<file path="config.mk">
export PLATFORM = sky130hd
export DESIGN_NAME = ifu_fetch_flat
export DESIGN_NICKNAME = d
export VERILOG_FILES = /design/src/rtl/ifu_fetch_pkg.sv /design/src/rtl/ifu_fetch_if.sv /design/src/rtl/ifu_fetch.sv /design/src/flat_wrapper.sv
export SDC_FILE = /design/constraint.sdc
export NUM_CORES = 1
export LEC_CHECK = 0
export ABC_CLOCK_PERIOD_IN_PS = 2800
export CORE_MARGIN = 10
export CORE_UTILIZATION = 45
export CTS_CLUSTER_DIAMETER = 100
export DETAILED_ROUTE_END_ITERATION = 8
export PLACE_DENSITY_LB_ADDON = 0.08
export SLEW_MARGIN = 20
export SYNTH_ARGS = -nofsm -noshare
export SYNTH_HDL_FRONTEND = slang
export SYNTH_SLANG_ARGS = --single-unit
</file>
<file path="constraint.sdc">
create_clock -name clk -period 2.8 [get_ports clk]
set_clock_uncertainty 0.05 [all_clocks]
set_input_delay 0.42 -clock clk [delete_from_list [all_inputs] [get_ports clk]]
set_output_delay 0.42 -clock clk [all_outputs]
set_load 0.03 [all_outputs]
</file>
<file path="src/rtl/ifu_fetch_pkg.sv">
// ifu_fetch_pkg
//   Shared definitions for the instruction fetch unit: fetch FSM state
//   encoding, default reset PC, address width and instruction width.
package ifu_fetch_pkg;

    localparam int          DEF_XLEN     = 64;
    localparam logic [63:0] DEF_RESET_PC = 64'h0000_0000_8000_0000;
    localparam int          INST_W       = 32;

    localparam logic [1:0] ST_IDLE_ENC = 2'd0;
    localparam logic [1:0] ST_REQ_ENC  = 2'd1;
    localparam logic [1:0] ST_WAIT_ENC = 2'd2;
    localparam logic [1:0] ST_HOLD_ENC = 2'd3;

    typedef enum logic [1:0] {
        ST_IDLE = ST_IDLE_ENC,
        ST_REQ  = ST_REQ_ENC,
        ST_WAIT = ST_WAIT_ENC,
        ST_HOLD = ST_HOLD_ENC
    } fetch_state_e;

endpackage

</file>
<file path="src/rtl/ifu_fetch_if.sv">
// ifu_fetch_if
//   Instruction memory request/response bus used by the fetch unit.
//   master : fetch side (drives the request, receives the response)
//   slave  : memory side
//   Signals: imem_req_valid / imem_req_ready / imem_req_addr (request),
//            imem_resp_valid / imem_resp_data (single-beat response).
interface ifu_fetch_if #(
    parameter int XLEN = 64
);
    import ifu_fetch_pkg::*;

    logic              imem_req_valid;
    logic              imem_req_ready;
    logic [XLEN-1:0]   imem_req_addr;
    logic              imem_resp_valid;
    logic [INST_W-1:0] imem_resp_data;

    modport master (
        output imem_req_valid,
        output imem_req_addr,
        input  imem_req_ready,
        input  imem_resp_valid,
        input  imem_resp_data
    );

    modport slave (
        input  imem_req_valid,
        input  imem_req_addr,
        output imem_req_ready,
        output imem_resp_valid,
        output imem_resp_data
    );

endinterface

</file>
<file path="src/rtl/ifu_fetch.sv">
// ifu_fetch
//   Instruction fetch unit feeding a stallable 3-stage pipeline. Issues one
//   instruction read at a time, holds the fetched word until the ID register
//   accepts it, and restarts at a new PC on redirect, dropping any stale
//   response that is still in flight.
//
// Ports:
//   clk, rst_n        clock, asynchronous active-low reset
//   redirect_valid    one-cycle pulse: restart fetch at redirect_pc
//   redirect_pc       redirect target (4-byte aligned)
//   imem              instruction memory bus (master side)
//   validin           instruction valid to the pipeline
//   inst, cpupc       instruction word and its PC
//   dnpc              predicted next PC (cpupc + 4)
//   not_jump          static not-taken flag, high while validin
//   id_reg_finish     pipeline accepts inst this cycle
//   fetch_count       number of instructions accepted by the pipeline
module ifu_fetch
    import ifu_fetch_pkg::*;
#(
    parameter int              XLEN     = DEF_XLEN,
    parameter logic [XLEN-1:0] RESET_PC = DEF_RESET_PC
) (
    input  logic               clk,
    input  logic               rst_n,
    input  logic               redirect_valid,
    input  logic [XLEN-1:0]    redirect_pc,
    ifu_fetch_if.master        imem,
    output logic               validin,
    output logic [INST_W-1:0]  inst,
    output logic [XLEN-1:0]    cpupc,
    output logic [XLEN-1:0]    dnpc,
    output logic               not_jump,
    input  logic               id_reg_finish,
    output logic [XLEN-1:0]    fetch_count
);

    fetch_state_e      state_q, state_d;
    logic [XLEN-1:0]   pc_q, pc_d;
    logic              discard_q, discard_d;
    logic              req_valid_q, req_valid_d;
    logic [XLEN-1:0]   req_addr_q, req_addr_d;
    logic              validin_q, validin_d;
    logic [INST_W-1:0] inst_q, inst_d;
    logic [XLEN-1:0]   cpupc_q, cpupc_d;
    logic [XLEN-1:0]   dnpc_q, dnpc_d;
    logic              not_jump_q, not_jump_d;
    logic [XLEN-1:0]   fetch_count_q, fetch_count_d;

    always_comb begin
        state_d       = state_q;
        pc_d          = pc_q;
        discard_d     = discard_q;
        req_valid_d   = req_valid_q;
        req_addr_d    = req_addr_q;
        validin_d     = validin_q;
        inst_d        = inst_q;
        cpupc_d       = cpupc_q;
        dnpc_d        = dnpc_q;
        fetch_count_d = fetch_count_q;

        unique case (state_q)
            ST_IDLE: begin
                state_d = ST_REQ;
                if (redirect_valid) pc_d = redirect_pc;
            end

            ST_REQ: begin
                // The pending request is frozen on the bus even on redirect,
                // so whatever it returns is stale and must be dropped.
                if (redirect_valid) begin
                    pc_d      = redirect_pc;
                    discard_d = 1'b1;
                end
                if (imem.imem_req_ready) begin
                    state_d     = ST_WAIT;
                    req_valid_d = 1'b0;
                end
            end

            ST_WAIT: begin
                if (redirect_valid) pc_d = redirect_pc;
                if (imem.imem_resp_valid) begin
                    if (discard_q || redirect_valid) begin
                        // Outstanding request is now complete; refetch.
                        discard_d = 1'b0;
                        state_d   = ST_REQ;
                    end else begin
                        inst_d    = imem.imem_resp_data;
                        cpupc_d   = pc_q;
                        dnpc_d    = pc_q + XLEN'(4);
                        validin_d = 1'b1;
                        state_d   = ST_HOLD;
                    end
                end else if (redirect_valid) begin
                    discard_d = 1'b1;
                end
            end

            ST_HOLD: begin
                // A finish in the same cycle as a redirect still delivers
                // the held instruction; only the next PC changes.
                if (id_reg_finish) fetch_count_d = fetch_count_q + XLEN'(1);
                if (redirect_valid || id_reg_finish) begin
                    validin_d = 1'b0;
                    state_d   = ST_REQ;
                    pc_d      = redirect_valid ? redirect_pc : (pc_q + XLEN'(4));
                end
            end

            default: state_d = ST_IDLE;
        endcase

        // Launch a fresh request on every entry into REQ; while already in
        // REQ the address stays put until accepted.
        if (state_d == ST_REQ && state_q != ST_REQ) begin
            req_valid_d = 1'b1;
            req_addr_d  = pc_d;
        end

        not_jump_d = validin_d;
    end

    always_ff @(posedge clk or negedge rst_n) begin
        if (!rst_n) begin
            state_q       <= ST_IDLE;
            pc_q          <= RESET_PC;
            discard_q     <= 1'b0;
            req_valid_q   <= 1'b0;
            req_addr_q    <= RESET_PC;
            validin_q     <= 1'b0;
            inst_q        <= '0;
            cpupc_q       <= '0;
            dnpc_q        <= '0;
            not_jump_q    <= 1'b0;
            fetch_count_q <= '0;
        end else begin
            state_q       <= state_d;
            pc_q          <= pc_d;
            discard_q     <= discard_d;
            req_valid_q   <= req_valid_d;
            req_addr_q    <= req_addr_d;
            validin_q     <= validin_d;
            inst_q        <= inst_d;
            cpupc_q       <= cpupc_d;
            dnpc_q        <= dnpc_d;
            not_jump_q    <= not_jump_d;
            fetch_count_q <= fetch_count_d;
        end
    end

    assign imem.imem_req_valid = req_valid_q;
    assign imem.imem_req_addr  = req_addr_q;
    assign validin             = validin_q;
    assign inst                = inst_q;
    assign cpupc               = cpupc_q;
    assign dnpc                = dnpc_q;
    assign not_jump            = not_jump_q;
    assign fetch_count         = fetch_count_q;

endmodule

</file>
<file path="src/flat_wrapper.sv">
// flat-port wrapper written by rule: the top's interface ports become plain ports
module ifu_fetch_flat import ifu_fetch_pkg::*;
#(
    parameter int              XLEN     = DEF_XLEN,
    parameter logic [XLEN-1:0] RESET_PC = DEF_RESET_PC
)
  (clk, rst_n, redirect_valid, redirect_pc, validin, inst, cpupc, dnpc, not_jump, id_reg_finish, fetch_count, imem_imem_req_valid, imem_imem_req_addr, imem_imem_req_ready, imem_imem_resp_valid, imem_imem_resp_data);
  ifu_fetch_if #(.XLEN(XLEN)) imem_i ();
  input  logic clk;
  input  logic rst_n;
  input  logic redirect_valid;
  input  logic [XLEN-1:0] redirect_pc;
  output logic validin;
  output logic [INST_W-1:0] inst;
  output logic [XLEN-1:0] cpupc;
  output logic [XLEN-1:0] dnpc;
  output logic not_jump;
  input  logic id_reg_finish;
  output logic [XLEN-1:0] fetch_count;
  output wire logic [$bits(imem_i.imem_req_valid)-1:0] imem_imem_req_valid;
  output wire logic [$bits(imem_i.imem_req_addr)-1:0] imem_imem_req_addr;
  input wire logic [$bits(imem_i.imem_req_ready)-1:0] imem_imem_req_ready;
  input wire logic [$bits(imem_i.imem_resp_valid)-1:0] imem_imem_resp_valid;
  input wire logic [$bits(imem_i.imem_resp_data)-1:0] imem_imem_resp_data;
  assign imem_imem_req_valid = imem_i.imem_req_valid;
  assign imem_imem_req_addr = imem_i.imem_req_addr;
  assign imem_i.imem_req_ready = imem_imem_req_ready;
  assign imem_i.imem_resp_valid = imem_imem_resp_valid;
  assign imem_i.imem_resp_data = imem_imem_resp_data;
  ifu_fetch #(.XLEN(XLEN), .RESET_PC(RESET_PC)) u_core (.clk(clk), .rst_n(rst_n), .redirect_valid(redirect_valid), .redirect_pc(redirect_pc), .imem(imem_i), .validin(validin), .inst(inst), .cpupc(cpupc), .dnpc(dnpc), .not_jump(not_jump), .id_reg_finish(id_reg_finish), .fetch_count(fetch_count));
endmodule
</file>
Yosys cells after proc, flatten, opt, wreduce, memory -nomap -nowiden
Index checks and enable logic that the tools add are counted.
{"block": "word_totals", "romBits": 0, "in_bits": 102, "n_memories": 0, "regBits": 357, "latchBits": 0, "ramBits": 0, "output_inout_bits": 291}
{"block": "op_classes", "n_mul": 0, "div_mod_pow": 0, "order_cmp": 0, "bitwise_logic": 1, "addsub": 2, "n_mux": 20, "eq_ne": 9, "reduce_logical": 14, "shift": 0}
{"operator": "$mux 64", "count": 3}
{"operator": "$pmux 64 s2", "count": 1}
{"operator": "$add 64x1->64 const B", "count": 1}
{"operator": "$add 64x3->64 const B", "count": 1}
{"operator": "$mux 1", "count": 9}
{"operator": "$mux 2", "count": 4}
{"operator": "$pmux 2 s4", "count": 1}
{"operator": "$reduce_bool 2->1", "count": 4}
{"operator": "$reduce_and 2->1", "count": 3}
{"operator": "$eq 2x1->1 const B", "count": 2}
{"operator": "$eq 2x2->1 const B", "count": 2}
{"operator": "$ne 2x1->1 const B", "count": 2}
{"operator": "$ne 2x2->1 const B", "count": 2}
{"operator": "$pmux 1 s2", "count": 2}
{"operator": "$reduce_and 4->1", "count": 1}
{"operator": "$ne 3x2->1 const B", "count": 1}
{"operator": "$reduce_and 3->1", "count": 1}
{"operator": "$reduce_or 3->1", "count": 1}
{"operator": "$logic_not 2->1", "count": 1}
{"operator": "$logic_or 1x1->1", "count": 2}
{"operator": "$logic_and 1x1->1", "count": 1}
{"operator": "$not 1->1", "count": 1}

Logic depth before layout (Yosys ltp)
{"block": "logic_depth", "depth_word": 8, "mapped_depth": 11, "mapped_depth_nobuf": 8}

Least setup slack after synthesis
No wires, ideal clock.
{"block": "synth_timing", "kind": "flip-flop to flip-flop", "from": "reg u_core.state_q[1]", "to": "reg u_core.req_addr_q[51], in the netlist u_core.imem.imem_req_addr[51]", "path_buffers": 2, "period_less_slack_ns": 2.466, "arrival_ns": 2.291, "stages_incl_launch_ff": 10, "path_slack_ns": 0.334, "cell_sequence": "dfrtp_1 > inv_1 > ha_1 > nor2b_1 > o21a_1 > a2111oi_0 > nor3_1 > buf_2 > buf_2 > mux2_4"}
{"block": "synth_via", "elab_chain_len": 4, "elab_cells_between_ends": 13, "classes_between": "5 x eq/ne; 5 x mux; 3 x reduce/logical"}
{"item": "start: declaration", "line_no": "ifu_fetch.sv:38", "text": "fetch_state_e state_q, state_d;"}
{"item": "start signal: assignment", "line_no": "ifu_fetch.sv:138", "text": "state_q <= state_d;"}
{"item": "$eq 2x2->1 (tied with other cells)", "line_no": "ifu_fetch.sv:62", "text": "unique case (state_q)"}
{"item": "$pmux 2 s4", "line_no": "ifu_fetch.sv:62"}
{"item": "$eq 2x1->1", "line_no": "ifu_fetch.sv:116", "text": "if (state_d == ST_REQ && state_q != ST_REQ) begin"}
{"item": "$logic_and 1x1->1", "line_no": "ifu_fetch.sv:116"}
{"item": "end signal: assignment", "line_no": "ifu_fetch.sv:142", "text": "req_addr_q <= req_addr_d;"}
{"item": "end: declaration", "line_no": "ifu_fetch.sv:42", "text": "logic [XLEN-1:0] req_addr_q, req_addr_d;"}
Several ways; a longest one is shown, not always the timed one.
A chain may end at the register's enable or synchronous reset.

Final worst setup path
{"block": "layout_timing", "from": "reg u_core.pc_q[34]", "to": "reg u_core.req_addr_q[37], in the netlist u_core.imem.imem_req_addr[37]"}
{"block": "layout_via", "elab_chain_len": 4}
{"item": "start: declaration", "line_no": "ifu_fetch.sv:39", "text": "logic [XLEN-1:0] pc_q, pc_d;"}
{"item": "start signal: assignment", "line_no": "ifu_fetch.sv:139", "text": "pc_q <= pc_d;"}
{"item": "$add 64x3->64", "line_no": "ifu_fetch.sv:107", "text": "pc_d = redirect_valid ? redirect_pc : (pc_q + XLEN'(4));"}
{"item": "$mux 64", "line_no": "ifu_fetch.sv:107"}
{"item": "$mux 64", "line_no": "ifu_fetch.sv:104", "text": "if (redirect_valid || id_reg_finish) begin"}
{"item": "$pmux 64 s2", "line_no": "ifu_fetch.sv:62"}
{"item": "named net u_core.pc_d[37]", "line_no": "ifu_fetch.sv:39"}
The timed path passes the listed nets, and every way through them passes these cells.

==> flow_metrics.env <==
export IMPL_finalHoldViolCount=0
export IMPL_first_pass_iters=6
export IMPL_pre_cts_slack_ns=0.00194
export IMPL_synthArstFlopShare=1.00
export IMPL_net_switching_power_w=0.00755
export IMPL_h_tree_depth=2
export IMPL_die_height_um=214
export IMPL_initial_core_util=0.459
export IMPL_p_per_area_nw_per_um2=867
export IMPL_drc_errors=0
export IMPL_grt_pass1_vias=14900
export IMPL_syn_to_final_growth_pct=37.8
export IMPL_start_kind="register"
export IMPL_cp_required_ns=3.18
export IMPL_syn_avg_cell_area_um2=9.25
export IMPL_grt_ovfl_total=0
export IMPL_worstSetupPathType="reg -> reg"
export IMPL_synth_area_leaders="dfrtp_1 52%, nand2_1 12%, xnor2_1 4.2%"
export IMPL_p_clk_frac=0.264
export IMPL_yosysTopAreaCellShare=0.522
export IMPL_irDropWorstVdd_mv=0.561
export IMPL_clkLatencyLatePin_ns=0.53
export IMPL_nets=2352
export IMPL_synth_fp_nets=1937
export IMPL_synth_common_cells="522 x nand2_1, 353 x dfrtp_1, 123 x nor2_1, 103 x o21ai_0, 82 x xnor2_1"
export IMPL_antenna_found_initial=4
export IMPL_ant_nets=0
export IMPL_ios=393
export IMPL_cts_tree="done"
export IMPL_netlist_area_um2=16900
export IMPL_yosys_register_bits=355
export IMPL_fp_dieW_um=214
export IMPL_drt_iter0_drc=1054
export IMPL_grtUsageTotal=0.251
export IMPL_arrival_ns=3.06
export IMPL_synth_cells=1828
export IMPL_coreArea_um2=36900
export IMPL_swShare=0.374
export IMPL_power_leakage_nw=10.2
export IMPL_post_dp_cell_area_um2=21900
export IMPL_wirelength_mm=58.4
export IMPL_fin_ws_ns=0.112
export IMPL_gp_congestion=0.937
export IMPL_path_max_fanout=8
export IMPL_yosysWarnings=0
export IMPL_slew_headroom=0.309
export IMPL_slew_viol_final=0
export IMPL_fin_crit_sh=0.960
export IMPL_seq_power_share=0.352
export IMPL_grt_pass1_wl_mm=89.3
export IMPL_seq_area_frac_synth=0.525
export IMPL_clk_pin_slew_ns=0.06
export IMPL_ys_flop_type="dfrtp_1"
export IMPL_cts_root_buf="clkbuf_16"
export IMPL_power_internal_w=0.0126
export IMPL_avgRoutedWirePerCell_um=21.0
export IMPL_yosysTopAreaCell="dfrtp_1"
export IMPL_synth_edff_count=0
export IMPL_finalSetupViolCount=0
export IMPL_die_area_um2=45700
export IMPL_fillers=3149
export IMPL_max_clock_freq_mhz=372
export IMPL_synth_most_common_cell="nand2_1"
export IMPL_fin_area_um2=23300
export IMPL_endpoint_kind="register"
export IMPL_period_needed_ns=2.69
export IMPL_hold_path_class="in -> reg"
export IMPL_port_buffers=392
export IMPL_pwr_share_comb=0.384
export IMPL_num_vias=14900
export IMPL_grt_max_degree=222
export IMPL_cts_sinks=355
export IMPL_synth_cell_type_count=67
export IMPL_drv_cap=0
export IMPL_outcome="completed"
export IMPL_dp_hpwl_mm=42.7
export IMPL_clk_path_buf_depth=3
export IMPL_worstMarginPinSlew_ns=1.04
export IMPL_cts_buffers=41
export IMPL_rows=70
export IMPL_via_per_inst=5.36
export IMPL_drive_above_1_share=0.109
-- critical path: stages (launching register included) --
cell      delay [ns]
dfrtp_1         0.53
nand4_2         0.36
nor2_4          0.30
nand2_1         0.21
o311ai_1        0.54
o311ai_2        0.25
mux2_2          0.31
-- sequential cells by signal (all words and copies together), names as in the netlist --
register	flops
u_core.fetch_count	64
u_core.validin	1
u_core.pc_q	64
u_core.discard_q	1
u_core.inst	32
u_core.dnpc	64
u_core.imem.imem_req_addr	64
u_core.state_q	2
u_core.cpupc	62
u_core.imem.imem_req_valid	1
-- power groups by stage --
stage / clock network (W) / logic [W] / registers (W)
floorplan: 0 / 0.00251 / 0.00879
global placement: 0 / 0.00773 / 0.00713
detailed placement: 0 / 0.00779 / 0.00717
CTS: 0.00542 / 0.00783 / 0.00710
global route: 0.00562 / 0.00826 / 0.00724
finish: 0.00533 / 0.00777 / 0.00711
-- final cells by class --
class / instances / area [um2] / share of cell area
antenna: 3 / 7.51 / 0.000322
clock buffer: 56 / 1170 / 0.0503
clock inverter: 14 / 156 / 0.00671
inverter: 27 / 101 / 0.00435
multi-input combinational: 1322 / 7430 / 0.319
sequential: 355 / 8890 / 0.381
tap: 504 / 631 / 0.0271
timing repair buffer: 496 / 4920 / 0.211
-- path summary, 6_finish.rpt --
path	startpoint	to	slack, ns	cells past startpoint
max	u_core.pc_q[34]	u_core.imem.imem_req_addr[37]	0.11	6
min	redirect_valid	u_core.pc_q[24]	0.18	2
max reg2reg	u_core.pc_q[34]	u_core.imem.imem_req_addr[37]	0.11	6
min reg2reg	u_core.inst[17]	u_core.inst[17]	0.42	2
max in group asynchronous	rst_n	u_core.pc_q[16]	1.40	3
min in group asynchronous	rst_n	u_core.inst[10]	0.48	2
-- repair_timing --
item | in CTS | in global routing
endpoints found under the setup margin | 2 | 18
buffers inserted | 2 | 0
pin swaps | 1 | 1
gates resized for setup | 0 | 7
hold buffers | 1 | 0
endpoints found under the hold margin | 77 | 0
-- kinds of logic (layout without fill, tap and decap cells) --
kind of cell | count (synthesis) | after routing | share of synthesized area
AO/OA/AOI/OAI | 204 | 204 | 0.0741
XOR/XNOR | 140 | 140 | 0.0725
adder cells (fa/ha/maj) | 7 | 7 | 0.00518
buffers and inverters | 151 | 593 | 0.0388
flip-flops | 355 | 355 | 0.525
multiplexers | 47 | 47 | 0.0308
other | 0 | 3 | 0
AND/OR/NAND/NOR | 924 | 924 | 0.253
-- cell usage in the layout (no fill, tap or decap), drive strengths merged, types with 12 or more instances in the layout --
master / n
a21oi: 20
a31oi: 13
and2: 12
and3: 12
buf: 105
clkbuf: 56
clkdlybuf4s50: 390
dfrtp: 353
inv: 27
mux2: 37
nand2: 523
nand3: 64
nand4: 53
nor2: 124
nor3: 42
nor4: 32
o21a: 18
o21ai: 103
o311ai: 15
o31ai: 17
xnor2: 82
xor2: 58
-- through the flow --
| stage | utilization | hold slack [ns] | total power (W) | instances | setup TNS, ns |
|---|---|---|---|---|---|
| 2_1_floorplan | - | 0.0744 | 0.0113 | 1828 | 0 |
| 3_3_place_gp | 0.594 | 0.397 | 0.0149 | 2701 | 0 |
| 3_5_place_dp | 0.594 | 0.412 | 0.0150 | 2701 | 0 |
| 4_1_cts | 0.631 | 0.153 | 0.0204 | 2774 | 0 |
| 5_1_grt | 0.632 | 0.177 | 0.0211 | 2776 | -0.0155 |
| 6_report | 0.632 | 0.178 | 0.0202 | 2777 | 0 |
-- routing by layer --
metal | vias up | part of all wire | GRT usage
li1 | 6981 | - | -
met1 | 7291 | 0.43 | 0.333
met2 | 511 | 0.47 | 0.401
met3 | 87 | 0.080 | 0.0568
met4 | 2 | 0.026 | 0.0770
met5 | - | 0.00021 | 0
Note: power is estimated with default switching activity, not from simulation.
